`src/rtl/mem_port_arbiter_if.sv`:
```
// Bundle of the fetch, data and RAM handshake signals around the unified memory port.
// The arbiter uses the slave view; the requesters and the RAM together use the master view.
interface mem_port_arbiter_if #(
  parameter int ADDR_W = 32,
  parameter int DATA_W = 32
);
  logic              if_req;
  logic [ADDR_W-1:0] if_addr;
  logic [DATA_W-1:0] if_rdata;
  logic              if_ready;
  logic              if_stall;

  logic              dm_req;
  logic              dm_we;
  logic [ADDR_W-1:0] dm_addr;
  logic [DATA_W-1:0] dm_wdata;
  logic [DATA_W-1:0] dm_rdata;
  logic              dm_ready;
  logic              dm_stall;

  logic              ram_req;
  logic              ram_we;
  logic [ADDR_W-1:0] ram_addr;
  logic [DATA_W-1:0] ram_wdata;
  logic [DATA_W-1:0] ram_rdata;
  logic              ram_ack;

  logic              err_timeout;

  modport slave (
    input  if_req, if_addr, dm_req, dm_we, dm_addr, dm_wdata, ram_rdata, ram_ack,
    output if_rdata, if_ready, if_stall, dm_rdata, dm_ready, dm_stall,
           ram_req, ram_we, ram_addr, ram_wdata, err_timeout
  );

  modport master (
    output if_req, if_addr, dm_req, dm_we, dm_addr, dm_wdata, ram_rdata, ram_ack,
    input  if_rdata, if_ready, if_stall, dm_rdata, dm_ready, dm_stall,
           ram_req, ram_we, ram_addr, ram_wdata, err_timeout
  );
endinterface

```
`src/rtl/mem_port_arbiter.sv`:
```
// Shares one single-port RAM between fetch and data requesters: data wins ties until
// fetch has lost STARVE_LIMIT times in a row, and a silent RAM is aborted after MAX_WAIT cycles.
module mem_port_arbiter #(
  parameter int ADDR_W       = 32,
  parameter int DATA_W       = 32,
  parameter int STARVE_LIMIT = 4,
  parameter int MAX_WAIT     = 16
) (
  input  logic              clock,
  input  logic              reset,
  mem_port_arbiter_if.slave bus
);
  localparam logic [2:0] S_IDLE    = 3'd0;
  localparam logic [2:0] S_BUSY_IF = 3'd1;
  localparam logic [2:0] S_BUSY_DM = 3'd2;
  localparam logic [2:0] S_DONE_IF = 3'd3;
  localparam logic [2:0] S_DONE_DM = 3'd4;

  localparam int SW = (STARVE_LIMIT > 0) ? $clog2(STARVE_LIMIT + 1) : 1;
  localparam int WW = (MAX_WAIT > 1) ? $clog2(MAX_WAIT) : 1;

  logic [2:0]        state_q, state_d;
  logic [SW-1:0]     starve_q, starve_d;
  logic [WW-1:0]     wait_q, wait_d;
  logic              ram_we_q, ram_we_d;
  logic [ADDR_W-1:0] ram_addr_q, ram_addr_d;
  logic [DATA_W-1:0] ram_wdata_q, ram_wdata_d;
  logic [DATA_W-1:0] if_rdata_q, if_rdata_d;
  logic [DATA_W-1:0] dm_rdata_q, dm_rdata_d;
  logic              err_q, err_d;

  logic starve_full, grant_dm, timeout_hit;

  assign starve_full = (starve_q == SW'(STARVE_LIMIT));
  // Data has priority unless fetch has been passed over too many times in a row.
  assign grant_dm    = bus.dm_req && !(bus.if_req && starve_full);
  assign timeout_hit = (MAX_WAIT != 0) && (wait_q == WW'(MAX_WAIT - 1));

  always_comb begin
    state_d     = state_q;
    starve_d    = starve_q;
    wait_d      = wait_q;
    ram_we_d    = ram_we_q;
    ram_addr_d  = ram_addr_q;
    ram_wdata_d = ram_wdata_q;
    if_rdata_d  = if_rdata_q;
    dm_rdata_d  = dm_rdata_q;
    err_d       = err_q;
    unique case (state_q)
      S_IDLE: begin
        wait_d = '0;
        if (grant_dm) begin
          state_d     = S_BUSY_DM;
          ram_we_d    = bus.dm_we;
          ram_addr_d  = bus.dm_addr;
          ram_wdata_d = bus.dm_wdata;
          if (bus.if_req && !starve_full) starve_d = starve_q + 1'b1;
        end else if (bus.if_req) begin
          state_d    = S_BUSY_IF;
          ram_we_d   = 1'b0;
          ram_addr_d = bus.if_addr;
          starve_d   = '0;
        end
      end
      S_BUSY_IF, S_BUSY_DM: begin
        wait_d = wait_q + 1'b1;
        if (bus.ram_ack) begin
          if (state_q == S_BUSY_IF) begin
            state_d    = S_DONE_IF;
            if_rdata_d = bus.ram_rdata;
          end else begin
            state_d = S_DONE_DM;
            if (!ram_we_q) dm_rdata_d = bus.ram_rdata;
          end
        end else if (timeout_hit) begin
          // Abort returns an all-zero word; a zero fetch word decodes as a NOP.
          err_d = 1'b1;
          if (state_q == S_BUSY_IF) begin
            state_d    = S_DONE_IF;
            if_rdata_d = '0;
          end else begin
            state_d    = S_DONE_DM;
            dm_rdata_d = '0;
          end
        end
      end
      S_DONE_IF, S_DONE_DM: begin
        state_d = S_IDLE;
        wait_d  = '0;
      end
      default: state_d = S_IDLE;
    endcase
  end

  always_ff @(posedge clock) begin
    if (!reset) begin
      state_q     <= S_IDLE;
      starve_q    <= '0;
      wait_q      <= '0;
      ram_we_q    <= 1'b0;
      ram_addr_q  <= '0;
      ram_wdata_q <= '0;
      if_rdata_q  <= '0;
      dm_rdata_q  <= '0;
      err_q       <= 1'b0;
    end else begin
      state_q     <= state_d;
      starve_q    <= starve_d;
      wait_q      <= wait_d;
      ram_we_q    <= ram_we_d;
      ram_addr_q  <= ram_addr_d;
      ram_wdata_q <= ram_wdata_d;
      if_rdata_q  <= if_rdata_d;
      dm_rdata_q  <= dm_rdata_d;
      err_q       <= err_d;
    end
  end

  assign bus.ram_req     = (state_q == S_BUSY_IF) || (state_q == S_BUSY_DM);
  assign bus.ram_we      = ram_we_q;
  assign bus.ram_addr    = ram_addr_q;
  assign bus.ram_wdata   = ram_wdata_q;
  assign bus.if_ready    = (state_q == S_DONE_IF);
  assign bus.dm_ready    = (state_q == S_DONE_DM);
  assign bus.if_rdata    = if_rdata_q;
  assign bus.dm_rdata    = dm_rdata_q;
  assign bus.if_stall    = bus.if_req && !bus.if_ready;
  assign bus.dm_stall    = bus.dm_req && !bus.dm_ready;
  assign bus.err_timeout = err_q;

  a_ram_stable: assert property (@(posedge clock) disable iff (!reset)
    (bus.ram_req && !bus.ram_ack) |=> $stable({bus.ram_we, bus.ram_addr, bus.ram_wdata}));
endmodule

```
`src/flat_wrapper.sv`:
```
// flat-port wrapper written by rule: the top's interface ports become plain ports
module mem_port_arbiter_flat 
#(
  parameter int ADDR_W       = 32,
  parameter int DATA_W       = 32,
  parameter int STARVE_LIMIT = 4,
  parameter int MAX_WAIT     = 16
)
  (clock, reset, bus_if_req, bus_if_addr, bus_dm_req, bus_dm_we, bus_dm_addr, bus_dm_wdata, bus_ram_rdata, bus_ram_ack, bus_if_rdata, bus_if_ready, bus_if_stall, bus_dm_rdata, bus_dm_ready, bus_dm_stall, bus_ram_req, bus_ram_we, bus_ram_addr, bus_ram_wdata, bus_err_timeout);
  mem_port_arbiter_if #(.ADDR_W(ADDR_W), .DATA_W(DATA_W)) bus_i ();
  input  logic clock;
  input  logic reset;
  input wire logic [$bits(bus_i.if_req)-1:0] bus_if_req;
  input wire logic [$bits(bus_i.if_addr)-1:0] bus_if_addr;
  input wire logic [$bits(bus_i.dm_req)-1:0] bus_dm_req;
  input wire logic [$bits(bus_i.dm_we)-1:0] bus_dm_we;
  input wire logic [$bits(bus_i.dm_addr)-1:0] bus_dm_addr;
  input wire logic [$bits(bus_i.dm_wdata)-1:0] bus_dm_wdata;
  input wire logic [$bits(bus_i.ram_rdata)-1:0] bus_ram_rdata;
  input wire logic [$bits(bus_i.ram_ack)-1:0] bus_ram_ack;
  output wire logic [$bits(bus_i.if_rdata)-1:0] bus_if_rdata;
  output wire logic [$bits(bus_i.if_ready)-1:0] bus_if_ready;
  output wire logic [$bits(bus_i.if_stall)-1:0] bus_if_stall;
  output wire logic [$bits(bus_i.dm_rdata)-1:0] bus_dm_rdata;
  output wire logic [$bits(bus_i.dm_ready)-1:0] bus_dm_ready;
  output wire logic [$bits(bus_i.dm_stall)-1:0] bus_dm_stall;
  output wire logic [$bits(bus_i.ram_req)-1:0] bus_ram_req;
  output wire logic [$bits(bus_i.ram_we)-1:0] bus_ram_we;
  output wire logic [$bits(bus_i.ram_addr)-1:0] bus_ram_addr;
  output wire logic [$bits(bus_i.ram_wdata)-1:0] bus_ram_wdata;
  output wire logic [$bits(bus_i.err_timeout)-1:0] bus_err_timeout;
  assign bus_i.if_req = bus_if_req;
  assign bus_i.if_addr = bus_if_addr;
  assign bus_i.dm_req = bus_dm_req;
  assign bus_i.dm_we = bus_dm_we;
  assign bus_i.dm_addr = bus_dm_addr;
  assign bus_i.dm_wdata = bus_dm_wdata;
  assign bus_i.ram_rdata = bus_ram_rdata;
  assign bus_i.ram_ack = bus_ram_ack;
  assign bus_if_rdata = bus_i.if_rdata;
  assign bus_if_ready = bus_i.if_ready;
  assign bus_if_stall = bus_i.if_stall;
  assign bus_dm_rdata = bus_i.dm_rdata;
  assign bus_dm_ready = bus_i.dm_ready;
  assign bus_dm_stall = bus_i.dm_stall;
  assign bus_ram_req = bus_i.ram_req;
  assign bus_ram_we = bus_i.ram_we;
  assign bus_ram_addr = bus_i.ram_addr;
  assign bus_ram_wdata = bus_i.ram_wdata;
  assign bus_err_timeout = bus_i.err_timeout;
  mem_port_arbiter #(.ADDR_W(ADDR_W), .DATA_W(DATA_W), .STARVE_LIMIT(STARVE_LIMIT), .MAX_WAIT(MAX_WAIT)) u_core (.clock(clock), .reset(reset), .bus(bus_i));
endmodule
```
`config.mk`:
```
export PLATFORM = sky130hd
export DESIGN_NAME = mem_port_arbiter_flat
export DESIGN_NICKNAME = d
export VERILOG_FILES = /design/src/rtl/mem_port_arbiter_if.sv /design/src/rtl/mem_port_arbiter.sv /design/src/flat_wrapper.sv
export SDC_FILE = /design/constraint.sdc
export NUM_CORES = 1
export LEC_CHECK = 0
export ABC_AREA = 1
export CAP_MARGIN = 20
export CORE_UTILIZATION = 42
export CTS_CLUSTER_DIAMETER = 60
export DETAILED_ROUTE_END_ITERATION = 7
export PLACE_DENSITY = 0.89
export SLEW_MARGIN = 20
export SYNTH_ARGS = -nofsm -noshare
export SYNTH_HDL_FRONTEND = slang
export SYNTH_SLANG_ARGS = --single-unit
```
`constraint.sdc`:
```
create_clock -name clock -period 1.7 [get_ports clock]
set_input_delay 0.34 -clock clock [delete_from_list [all_inputs] [get_ports clock]]
set_output_delay 0.34 -clock clock [all_outputs]
set_load 0.02 [all_outputs]
```
# Yosys cells after proc, flatten, opt, wreduce, memory -nomap -nowiden

Cells that the tools add are included.

$add $sub $neg: 2
Equality and inequality tests: 10
Multiplexer cells: 23
Bitwise gates (word level): 2
Reductions and logical operators: 23

Operators with widths:

| operator                                               | count |
|---|---|
| 2-to-1 mux 32 bit                                      | 11 |
| 2-to-1 mux 3 bit                                       | 8 |
| AND reduction 3 bit                                    | 3 |
| case mux 4 bit (2 select lines)                        | 1 |
| equality test 3 x 2 -> 1 bit (second input constant)   | 2 |
| equality test 3 bit (second input constant)            | 2 |
| inequality test 3 x 2 -> 1 bit (second input constant) | 2 |
| case mux 3 bit (2 select lines)                        | 1 |
| AND reduction 2 bit                                    | 3 |
| nonzero test 2 bit                                     | 3 |
| logical AND 1 bit                                      | 5 |
| adder 4 x 1 -> 4 bit (second input constant)           | 1 |
| equality test 4 bit (second input constant)            | 1 |
| logical NOT 1 bit                                      | 4 |
| inequality test 2 bit (second input constant)          | 2 |
| AND reduction 4 bit                                    | 1 |
| adder 3 x 1 -> 3 bit (second input constant)           | 1 |
| equality test 3 x 1 -> 1 bit (second input constant)   | 1 |
| logical NOT 3 bit                                      | 1 |
| OR reduction 3 bit                                     | 1 |
| 2-to-1 mux 1 bit                                       | 2 |
| NOT 1 bit                                              | 2 |
| OR reduction 2 bit                                     | 1 |
| logical OR 1 bit                                       | 1 |

Register bits: 140
Input port bits: 134
Output and inout port bits: 135
Logic and storage cells: 69

# Longest topological paths before layout

Gate-level depths: netlist of run 1.

Depth in word-level cells: 6
Gate-level depth with buffers: 10
Depth with buffers taken out: 9

# Worst setup path before layout of run 1

OpenSTA, ideal clock, no wires.

Path kind: reg2reg
From: reg u_core.starve_q[0]
To: reg u_core.ram_wdata_q[10], in the netlist u_core.bus.ram_wdata[10]
Library setup time: 0.116 ns
Arrival time: 1.237 ns
Data required time: 1.584 ns
Path slack: 0.347 ns
Stages on the path, launching flop included: 10
Buffers on the path: 1
Clock period less this slack: 1.353 ns
Path through: dfxtp_1 > inv_1 > ha_1 > nand3_1 > nand2_2 > nor2_4 > inv_2 > buf_6 > nor2_1 > nor2_1

Longest elaborated chain between the ends: 5

Ends and longest elaborated chain:

| item                          | RTL line                | RTL |
|---|---|---|
| from (decl)                   | mem_port_arbiter.sv:23  | `logic [SW-1:0] starve_q, starve_d;` |
| from (signal assigned)        | mem_port_arbiter.sv:108 | `starve_q <= starve_d;` |
| equality test 3 bit           | mem_port_arbiter.sv:34  | `assign starve_full = (starve_q == SW'(STARVE_LIMIT));` |
| logical AND 1 bit             | mem_port_arbiter.sv:36  | `assign grant_dm = bus.dm_req && !(bus.if_req && starve_full);` |
| logical NOT 1 bit             | mem_port_arbiter.sv:36  |  |
| logical AND 1 bit             | mem_port_arbiter.sv:36  |  |
| AND reduction 2 bit (no line) | -                       |  |
| to (signal assigned)          | mem_port_arbiter.sv:112 | `ram_wdata_q <= ram_wdata_d;` |
| to (decl)                     | mem_port_arbiter.sv:27  | `logic [DATA_W-1:0] ram_wdata_q, ram_wdata_d;` |

No other way between the ends.
A chain may end at the register's enable or synchronous reset.

# Worst setup path after layout of run 1

From: reg u_core.state_q[1]
To: out bus_ram_req

Longest elaborated chain between the ends: 2
Elaborated cells between the ends (all ways): 3
Classes of those cells: eq/ne: 2; reduce/logical: 1

Ends and longest elaborated chain:

| item                                                                                | RTL line                | RTL |
|---|---|---|
| from (decl)                                                                         | mem_port_arbiter.sv:22  | `logic [2:0] state_q, state_d;` |
| from (signal assigned)                                                              | mem_port_arbiter.sv:107 | `state_q <= state_d;` |
| equality test 3 x 1 -> 1 bit / equality test 3 x 2 -> 1 bit (equally long branches) | mem_port_arbiter.sv:119 | `assign bus.ram_req = (state_q == S_BUSY_IF) \|\| (state_q == S_BUSY_DM);` |
| logical OR 1 bit (*)                                                                | mem_port_arbiter.sv:119 |  |
| to (decl)                                                                           | flat_wrapper.sv:27      | `output wire logic [$bits(bus_i.ram_req)-1:0] bus_ram_req;` |

Mark *: on every way between the ends. The rest lies on a longest branch, timed or not.

==> summary.txt, run 1 <==
Status
  • Status: complete, no violations

Cells and area
  • Share of cells above drive strength 1: 8.486%
  • Fin cells: about 1300
  • Final Util: between 60% and 70%
  • Diodes inserted: 0
  • Layout area overhead: 57.07%
  • Final nets: 1267

Pwr
  • Worst vdd ir: 0.6621 mV
  • Leakage: 4.798 nW
  • Total power: 10.86 mW
  • Power Dens Cells: approximately 1200 mW/mm^2

GRT
  • Vias in the first global route: ~6000
  • Antenna violations before repair: 0
  • Total congestion overflow: 0
  • Largest net degree at the start of global routing: 49
  • First-pass GRT wire length: between 20 and 30 mm
  • Tot GR Track Use: between 20% and 30%

Route
  • DRT Pass-1 Iters: 4
  • Via density: 4.797
  • Drt total wl: 18.29 mm
  • 1st-iter DRT viols: 320
  • Top Layer Used: met4
  • Routed len/inst: 13.83 um
  • Metal2 WL: around 9.2 mm
  • Routed Antenna Nets: 0
  • M1 WL: between 7 and 8 mm
  • Wire length on met3: 1.134 mm
  • DRC Markers: 0
  • Vias: 6347

Critical path
  • Worst R2R Setup Slack: 0.13 ns
  • Startpoint types: register
  • CP Capture Type: primary output
  • CP Max Fanout: 6
  • Critical Path AT: 1.27 ns
  • Critical Path RT: 1.36 ns
  • R2r worst-path depth: 8
  • Critical path class: register to primary output

Logic synthesis
  • Share of the synthesized area in the top cell type: 46.68%
  • Seq cells post-synth: 140
  • Largest cells by area after synthesis: dfxtp_1 (47%), nand2_1 (17%), a21oi_1 (8.7%)
  • Main synth FF type: dfxtp_1
  • Post-synth top cells: nand2_1 (272), dfxtp_1 (140), inv_1 (111)
  • Gate Count Post-Synth: 856
  • Avg Cell Area, Syn: 7.015 um^2
  • Net Count, Synth: 993
  • Sequential share of the synthesized area: 46.68%
  • Share of flip-flops with an asynchronous set or reset: 0%
  • Post-synth EDFFs: 0
  • Most frequent cell after synthesis: nand2_1
  • Synthesized area: ~0.0060 mm^2
  • Post-synth cell types: 28
  • Yosys top cell by area: dfxtp_1
  • Syn. warnings: 0

Min path
  • Hold Crit Class: register to register
  • Hold depth: 2

Placement
  • Post-placement setup slack: -0.2506 ns
  • Final HPWL from detailed placement: roughly 13 mm
  • Routability cong.: between 0.8 and 0.9
  • Input/output buffers: approximately 270
  • Placed insts: 1291

Die
  • Num rows: 43
  • I/O pin count: 269
  • Die X: 121.6 um
  • Core ar.: 0.01393 mm^2
  • Die height: between 100 and 150 um
  • Initial Utilization: 43.09%
  • Die Area: 0.01478 mm^2

Timing
  • Setup TNS: 0 ns
  • Fin crit period: 1.605 ns
  • Worst-Margin Slew: around 0.32 ns
  • Max_slew headroom: 78.96%
  • Final Hold Viols: 0
  • Final WS setup: 0.09453 ns
  • Fmax: between 600 and 700 MHz
  • Worst Clk Skew: about 0.0078 ns
  • Pins over their slew limit: 0
  • Endpoints failing setup: 0
  • Fin crit share: a little over nine tenths

Clock network
  • Clock Sinks: 140
  • H-tree levels: 4
  • Clock Pin Slew Worst Setup and Hold Paths: 0.06 ns
  • CTS Buf Count: 17
  • CTS Buffer Depth: 2
  • CTS Root Cell: clkbuf_16
  • CTS tree: done
  • Setup Fix Bufs, Post-CTS: 0
  • Clock latency on the worst-skew pair: 0.41 ns
  • Post-CTS Hold Buffers: 0

Job
  • Maxcap violations: 0
-- worst paths after layout --
check / start / endpoint
max: u_core.state_q[1] / bus_ram_req
min: u_core.bus.if_rdata[5] / u_core.bus.if_rdata[5]
max reg2reg: u_core.starve_q[0] / u_core.bus.ram_wdata[31]
min reg2reg: u_core.bus.if_rdata[5] / u_core.bus.if_rdata[5]
-- repair_timing --
action                     CTS  global route
gates resized for setup    147            15
cloned                       0             0
setup endpoints to repair  132            36
-- stage by stage --
stage | area [um^2] | hold slack [ns]
floorplan | 6005 | 0.4605
global placement | 8986 | 0.4460
detailed placement | 8986 | 0.4501
CTS | 9432 | 0.4568
global route | 9432 | 0.4723
finish | 9432 | 0.4553
-- cell families (layout without fill, tap and decap cells) --
family                   count (synthesis)  in the layout  synth area share (%)
AO/OA/AOI/OAI                          142            142                 12.29
buffers and inverters                  165            452                 12.84
XOR/XNOR                                 1              1                0.1459
adder cells (fa/ha/maj)                  3              3                0.6252
flip-flops                             140            140                 46.68
AND/OR/NAND/NOR                        405            405                 27.42
-- critical path: stages, from the launching register on --
cell and delay (ns):
dfxtp_4 0.40, buf_4 0.13, nand3_4 0.07, nand2_2 0.07
buf_2 0.17
-- layer usage --
| layer | global-route usage (%) | up-vias |
|---|---|---|
| li1 | - | 3176 |
| met5 | 0 | - |
| met2 | 42.54 | 220 |
| met3 | 6.554 | 49 |
| met1 | 27.06 | 2902 |
| met4 | 12.73 | 0 |
-- layout make-up --
cell class	instances	area, um^2
Fill cell	1186	4503
Sequential cell	140	2809
Multi-Input combinational cell	551	2439
Clock buffer	22	484.2
Clock inverter	10	113.9
Timing Repair Buffer	304	2922
Inverter	116	439.2
Tap cell	180	225.2
-- registers in the layout, summed over array words and instances, names as in the netlist --
| register | count |
|---|---|
| u_core.bus.err_timeout | 1 |
| u_core.bus.if_rdata | 32 |
| u_core.starve_q | 3 |
| u_core.state_q | 3 |
| u_core.bus.ram_we | 1 |
| u_core.wait_q | 4 |
| u_core.bus.ram_addr | 32 |
| u_core.bus.dm_rdata | 32 |
| u_core.bus.ram_wdata | 32 |
-- placed cells by master, fill, tap and decap left out, types with 2 or more instances in the layout --
cell type / count
a21oi_1: 104
buf_12: 11
buf_2: 5
buf_4: 24
bufinv_16: 2
clkbuf_16: 17
clkbuf_8: 4
clkdlybuf4s50_1: 133
clkinv_2: 5
clkinv_4: 3
dfxtp_1: 137
dfxtp_2: 2
dlygate4sd2_1: 127
dlymetal6s2s_1: 3
ha_1: 3
inv_1: 109
inv_2: 5
nand2_1: 272
nand2_2: 5
nand3_1: 43
nor2_1: 75
nor2_4: 3
nor3_1: 2
o21ai_0: 33
-- where the power goes --
part | internal (mW) | leakage, nW | switching [mW] | total [mW]
sequential | 3.72 | 1.15 | 0.221 | 3.94
clock | 2.31 | 0.296 | 1.39 | 3.70
combinational | 1.33 | 3.35 | 1.89 | 3.22
(Power assumes the default switching activity.)
==> run 2: changes to the inputs <==
CTS_CLUSTER_SIZE = 30   (was not set)
==> results of run 2 <==
Final layout, timing and power as in run 1 (identical DEF).
==> run 3: changes to the inputs <==
CAP_MARGIN = 40   (was 20)
==> results of run 3 <==
Final layout, timing and power as in run 1 (identical DEF).
